$ cat config.mk
export PLATFORM = sky130hd
export DESIGN_NAME = sand_tile_sequencer
export DESIGN_NICKNAME = d
export VERILOG_FILES = /design/src/rtl/sand_tile_sequencer.sv
export SDC_FILE = /design/constraint.sdc
export NUM_CORES = 1
export LEC_CHECK = 0
export BUFFER_PORTS_ARGS = -buffer_cell sky130_fd_sc_hd__clkbuf_2
export CAP_MARGIN = 20
export CORE_MARGIN = 3
export CORE_UTILIZATION = 50
export CTS_CLUSTER_DIAMETER = 30
export DETAILED_ROUTE_END_ITERATION = 16
export PLACE_DENSITY_LB_ADDON = 0.12
export SYNTH_ARGS = -nofsm -noshare
export SYNTH_HDL_FRONTEND = slang
export SYNTH_SLANG_ARGS = --single-unit
$ cat constraint.sdc
create_clock -name clk -period 5.56 [get_ports clk]
set_input_delay 0.556 -clock clk [delete_from_list [all_inputs] [get_ports clk]]
set_output_delay 0.556 -clock clk [all_outputs]
set_load 0.01 [all_outputs]
$ cat src/rtl/sand_tile_sequencer.sv
// Tile sweep sequencer for a ping-pong sand grid RAM: reads every tile of the active
// buffer, hands it to a toppling compute unit, writes the result to the other buffer.
module sand_tile_sequencer #(
  parameter int ROWS        = 128,
  parameter int COLS        = 128,
  parameter int ROWS_TILE   = 4,
  parameter int COLS_TILE   = 4,
  parameter int CELL_WIDTH  = 3,
  parameter int TILE_SIZE   = ROWS_TILE * COLS_TILE,
  parameter int TILES_TOTAL = ROWS * COLS / TILE_SIZE
) (
  input  logic                             clk,
  input  logic                             rst,
  input  logic                             start,
  input  logic                             clear,
  input  logic                             run,
  output logic [9:0]                       tile_addr,
  output logic                             read_tile,
  output logic                             write_tile,
  output logic                             reset_tile,
  output logic                             read_ram_a,
  input  logic [CELL_WIDTH*TILE_SIZE-1:0]  tile_rdata,
  output logic [CELL_WIDTH*TILE_SIZE-1:0]  tile_wdata,
  output logic                             cmp_valid,
  input  logic                             cmp_ready,
  output logic [9:0]                       cmp_addr,
  output logic [CELL_WIDTH*TILE_SIZE-1:0]  cmp_tile,
  input  logic                             res_valid,
  input  logic [CELL_WIDTH*TILE_SIZE-1:0]  res_tile,
  input  logic                             res_changed,
  output logic                             busy,
  output logic                             stable,
  output logic                             done,
  output logic [15:0]                      gen_count
);

  localparam int         TILE_W    = CELL_WIDTH * TILE_SIZE;
  localparam logic [9:0] LAST_ADDR = 10'(TILES_TOTAL - 1);

  typedef enum logic [3:0] {
    S_IDLE,
    S_CLR0,
    S_CLR1,
    S_RD,
    S_RDC,
    S_CMP,
    S_WRES,
    S_WR,
    S_NEXT,
    S_SWAP
  } state_t;

  state_t              state;
  state_t              state_next;
  logic [9:0]          addr;
  logic [TILE_W-1:0]   tile_q;
  logic [TILE_W-1:0]   res_q;
  logic                sweep_changed;

  // Control strobes from the next-state logic to the datapath registers
  logic addr_zero;
  logic addr_inc;
  logic sel_toggle;
  logic tile_load;
  logic res_load;
  logic changed_clr;
  logic sweep_end;
  logic clear_end;
  logic done_next;

  logic last_addr;
  assign last_addr = (addr == LAST_ADDR);

  // NOTE: every signal written here gets a default first, so no path leaves one
  // unassigned and no latch is inferred.
  always_comb begin
    state_next  = state;
    read_tile   = 1'b0;
    write_tile  = 1'b0;
    reset_tile  = 1'b0;
    cmp_valid   = 1'b0;
    addr_zero   = 1'b0;
    addr_inc    = 1'b0;
    sel_toggle  = 1'b0;
    tile_load   = 1'b0;
    res_load    = 1'b0;
    changed_clr = 1'b0;
    sweep_end   = 1'b0;
    clear_end   = 1'b0;
    done_next   = 1'b0;

    case (state)
      S_IDLE: begin
        if (start) begin
          state_next  = S_RD;
          addr_zero   = 1'b1;
          changed_clr = 1'b1;
        end else if (clear) begin
          state_next = S_CLR0;
          addr_zero  = 1'b1;
        end
      end

      S_CLR0: begin
        reset_tile = 1'b1;
        if (last_addr) begin
          sel_toggle = 1'b1;
          addr_zero  = 1'b1;
          state_next = S_CLR1;
        end else begin
          addr_inc = 1'b1;
        end
      end

      S_CLR1: begin
        reset_tile = 1'b1;
        if (last_addr) begin
          sel_toggle = 1'b1;
          addr_zero  = 1'b1;
          clear_end  = 1'b1;
          done_next  = 1'b1;
          state_next = S_IDLE;
        end else begin
          addr_inc = 1'b1;
        end
      end

      S_RD: begin
        read_tile  = 1'b1;
        state_next = S_RDC;
      end

      // The RAM read mux is gated by read_tile, so the strobe is held while capturing.
      S_RDC: begin
        read_tile  = 1'b1;
        tile_load  = 1'b1;
        state_next = S_CMP;
      end

      S_CMP: begin
        cmp_valid = 1'b1;
        if (cmp_ready) state_next = S_WRES;
      end

      S_WRES: begin
        if (res_valid) begin
          res_load   = 1'b1;
          state_next = S_WR;
        end
      end

      S_WR: begin
        write_tile = 1'b1;
        state_next = S_NEXT;
      end

      S_NEXT: begin
        if (last_addr) begin
          state_next = S_SWAP;
        end else begin
          addr_inc   = 1'b1;
          state_next = S_RD;
        end
      end

      S_SWAP: begin
        sel_toggle = 1'b1;
        sweep_end  = 1'b1;
        addr_zero  = 1'b1;
        if (run && sweep_changed) begin
          changed_clr = 1'b1;
          state_next  = S_RD;
        end else begin
          done_next  = 1'b1;
          state_next = S_IDLE;
        end
      end

      default: state_next = S_IDLE;
    endcase
  end

  // NOTE: sequential state uses non-blocking assignments so every register samples
  // the pre-edge values, independent of statement order.
  always_ff @(posedge clk) begin
    if (rst) begin
      state         <= S_IDLE;
      addr          <= '0;
      read_ram_a    <= 1'b1;
      stable        <= 1'b0;
      gen_count     <= '0;
      sweep_changed <= 1'b0;
      done          <= 1'b0;
      // NOTE: the tile registers are small and drive outputs, so they are reset too;
      // a real RAM array would not be.
      tile_q        <= '0;
      res_q         <= '0;
    end else begin
      state <= state_next;
      done  <= done_next;

      if (addr_zero)     addr <= '0;
      else if (addr_inc) addr <= addr + 10'd1;

      if (sel_toggle) read_ram_a <= ~read_ram_a;
      if (tile_load)  tile_q     <= tile_rdata;
      if (res_load)   res_q      <= res_tile;

      if (changed_clr)                  sweep_changed <= 1'b0;
      else if (res_load && res_changed) sweep_changed <= 1'b1;

      if (clear_end) begin
        gen_count <= '0;
        stable    <= 1'b0;
      end else if (sweep_end) begin
        if (gen_count != 16'hFFFF) gen_count <= gen_count + 16'd1;
        stable <= ~sweep_changed;
      end
    end
  end

  assign busy       = (state != S_IDLE);
  assign tile_addr  = addr;
  assign cmp_addr   = addr;
  assign cmp_tile   = tile_q;
  assign tile_wdata = res_q;

endmodule

==> results.md <==
Floorplan:
- In this run the count of I/O pins placed on the die edge is about 240.
- Row generation in the floorplan step produced 36 rows.
- The area of the die is approximately 12000 µm².
- The starting density of the core is about 52%.
- The area of the placeable core is 9950 µm².
- The overall die width is 108 µm.
- The y dimension of the die is around 110 µm.

Yosys:
- Of all cell types, the one taking the most synthesized area is dfxtp_1.
- Yosys mapped a number of flops with a built-in enable equal to 0.
- The net count after synthesis is between 700 and 800.
- Counting distinct cell types in the post-synthesis netlist gives 46.
- The average cell area after synthesis is between 7 and 8 µm².
- Synthesis inferred 130 register bits.
- For this run, asynchronously set or reset flops after synthesis account for 0%.
- The portion of synthesized cell area occupied by the leading cell type is between 40% and 50%.
- During synthesis, Yosys emitted a total of 0 warnings.
- Sorting the synthesized cells by area gives the leading types as dfxtp_1 50%, nand2_1 15%, a21oi_1 10%, nor2_1 3.2%, xnor2_1 2.2%.
- In the synthesized netlist, the number of instances is between 600 and 700.
- After synthesis the cells add up to about 5200 µm².
- In the synthesized netlist the dominant register cell turns out to be dfxtp_1.
- After synthesis, flip-flops and latches occupy 49.9% of the total area.

Route:
- The detailed router finished its first iteration with roughly 310 violations.
- After detailed routing, the total wire length is between 10000 and 15000 µm.
- The routed layout has between 5000 and 6000 vias.
- The pre-antenna-repair detailed-routing pass consisted of 4 iterations.
- The routed wirelength normalized by instance count is 14.3 µm.
- Once detail routing completed, the nets flagged for antenna violations numbered 0.
- After detailed routing, the number of remaining DRC violations is 0.
- Dividing the detail-routed via count by the number of cells gives ~5.1.

Worst setup path:
- The top cell family by delay on the critical path is flip-flops.
- The type of element capturing the critical path is an output pin.
- Counting buffers and inverters, the worst setup path is 4 cells deep.
- The peak fanout along the critical path is 19.
- The largest single stage delay on the critical path is ~700 ps.
- The number of buffer and inverter instances along the worst setup path is 2.
- The critical path's slowest cell is dfxtp_1.
- The worst setup path is launched from a flip-flop.
- Traced cell by cell, the critical path runs through xnor2_1 -> or3_1 -> inv_1 -> clkbuf_2.
- The arrival time at the worst endpoint is around 2000 ps.
- The required time at the endpoint of the critical path is about 5000 ps.
- The worst register-to-register path has a depth of 6.
- The worst setup path category is reg2out.

Pwr:
- The switching share of power is between 20% and 30%.
- In this run the power density over the cells is 355 nW/µm².
- The combinational share of power is ~15%.
- The net switching power of the design is about 660 µW.
- The clock network fraction of design power is ~43%.
- The worst-case IR drop observed on VDD is ~0.00018 V.
- Sequential cells burn 41.7% of the power.
- The leakage power summed over all cells is 0.00292 µW.
- The total internal power is 1800 µW.

GRT:
- The wire length of the first global-routing pass is between 20000 and 25000 µm.
- The global-route track usage on met3 is 9.85%.
- The total congestion overflow is 0.
- In this run the most used layer during global routing was met2.
- The largest net degree at the start of global routing is between 100 and 150.
- The via count of the first global-routing pass was 4811.
- The initial antenna violation count is 0.
- The fraction of met2 tracks used by global routing is about two fifths.
- For this run, global-route usage on met1 was measured as just under 30%.
- Across every metal layer, demand over resource in global routing totals between 20% and 30%.

Placed design:
- Once detailed placement completed, the half-perimeter wirelength came to a little over 10000 µm.
- After detailed placement, the total cell area comes to between 6000 and 7000 µm².
- In this run the tool buffered the top-level ports with about 240 buffer cells.
- At the end of routability-driven placement, the weighted congestion stood at approximately 0.85.
- Prior to clock tree synthesis, the placed netlist has a worst setup slack of just over 3000 ps.
- Including well taps, the total number of placed cells is between 900 and 1000.

STA:
- The setup skew after layout is roughly 8.0 ps.
- The worst path uses roughly 46% of the clock period.
- The highest attainable clock frequency is between 300 and 400 MHz.
- Setup violations remaining at the end of the flow were counted as 0.
- Across all setup checks in the final design, the least slack found is about 3000 ps.
- The tightest slew margin relative to the limit is between 20% and 30%.
- Setup repair after global routing left no endpoint under its margin.
- For the finished layout, the period the worst path requires is about 2500 ps.
- The accumulated negative setup slack is 0 ps.
- The number of endpoints with negative hold slack in the final report is 0.
- The max-slew violation count came to 0.
- For the pin with the worst max-slew slack, the measured transition is ~1100 ps.

Clock network:
- The clock transition at the register clock pins on the worst setup and hold paths after CTS is 60 ps.
- The root cell of the clock tree is clkbuf_8.
- The number of sinks handled by clock tree synthesis is 130.
- The count of instances resized after the clock tree is built is 0.
- The quantity of hold-fixing buffers added after cts is 0.
- The H-tree depth is 4.
- TritonCTS built the clock tree.
- Counting the buffers created by CTS gives 17.
- The later pin in the worst-skew pair is clocked with a latency of ~500 ps.
- The clock passes through at most 2 buffers.
- The number of buffers added for setup after CTS is 0.

Run:
- The number of violations of the max-capacitance limit is 0.

Finish:
- Compared with the post-synthesis result, the final layout area differs by 33.3%.
- The end-of-flow core utilization is 69.8%.
- After routing the design area is just under 7000 µm².
- The net count of the finished layout is approximately 970.
- Excluding fillers, the count of instances in the completed layout stands at around 1000.
- The filler cells instantiated in the layout total between 800 and 900.
- The number of antenna diodes in the final layout is 0.
- The share of layout cells above drive strength 1 is between 30% and 40%.

Min path:
- The tightest min-delay check is of the in2reg type.
- The depth of the worst hold-timing path is 3.

Run status:
- The run finished with clean final reports.
-- logic make-up (layout without fill, tap and decap cells) --
family,count (synthesis),in the layout,share of synthesized area (%)
AO/OA/AOI/OAI,125,125,12.9
XOR/XNOR,21,21,3.53
adder cells (fa/ha/maj),2,2,0.480
buffers and inverters,61,284,6.10
flip-flops,130,130,49.9
multiplexers,3,3,0.576
AND/OR/NAND/NOR,312,312,26.4
-- cell usage in the layout, fill, tap and decap left out, types with 4 or more instances in the layout --
master,instances
clkbuf_8,5
clkinvlp_4,4
o21ai_0,5
nor3_1,11
clkbuf_16,16
nand4_1,6
xnor2_1,13
dfxtp_1,130
nor2_1,42
xor2_1,8
a21oi_1,106
inv_1,7
and3_1,4
clkbuf_2,242
nand3_1,10
nand2_1,206
-- cells in the mapped netlist, types with 4 or more instances --
cell type  count
xor2_1         8
buf_2         11
a21oi_1      106
and3_1         4
o21ai_0        5
nand2_1      206
nand4_1        6
dfxtp_1      130
inv_1          7
clkbuf_1      26
nor3_1        11
nand3_1       10
nor2_1        44
xnor2_1       13
buf_4         14
-- final timing paths --
check,from,endpoint,slack (ps)
min reg2reg,cmp_tile[28],cmp_tile[28],450
max,state[1],reset_tile,3020
min,res_tile[34],tile_wdata[34],250
max reg2reg,cmp_addr[0],gen_count[7],3280
-- registers in the layout, summed over array words and instances, names as in the netlist --
signal         flops
read_ram_a         1
cmp_tile          48
tile_wdata        48
gen_count         16
sweep_changed      1
done               1
stable             1
cmp_addr          10
state              4
-- per-layer routing --
| metal | vias up | routed length [µm] |
|---|---|---|
| met5 | - | 0 |
| met4 | 0 | 303 |
| met3 | 27 | 1320 |
| met2 | 189 | 7250 |
| met1 | 2385 | 5580 |
| li1 | 2573 | - |
-- metrics by stage --
step / hold WS, ps / total power [µW]
finish: 255 / 2460
global route: 241 / 2580
CTS: 233 / 2480
detailed placement: 446 / 1410
global placement: 441 / 1400
floorplan: 481 / 1300
-- tightest hold or removal path: stages --
cell and delay [ps]:
clkbuf_2 80, nand2_1 40, a21oi_1 50
-- final cells by class --
type                    count  area [µm²]  share of cell area, %
flip-flops and latches    130        2600                   37.5
repair buffers            246        1270                   18.2
clock buffers              22         473                   6.81
multi-input cells         463        2310                   33.2
well taps                 133         166                   2.40
inverters                   7        26.3                  0.378
clock inverters             9         105                   1.51
-- power groups by stage --
stage	combinational, µW	clock (µW)	sequential (µW)
after global placement	356	0	1040
after floorplan	277	0	1030
after global routing	406	1130	1040
after CTS	363	1080	1030
after detailed placement	362	0	1050
final	366	1070	1030
Note: power is estimated with default switching activity, not from simulation.
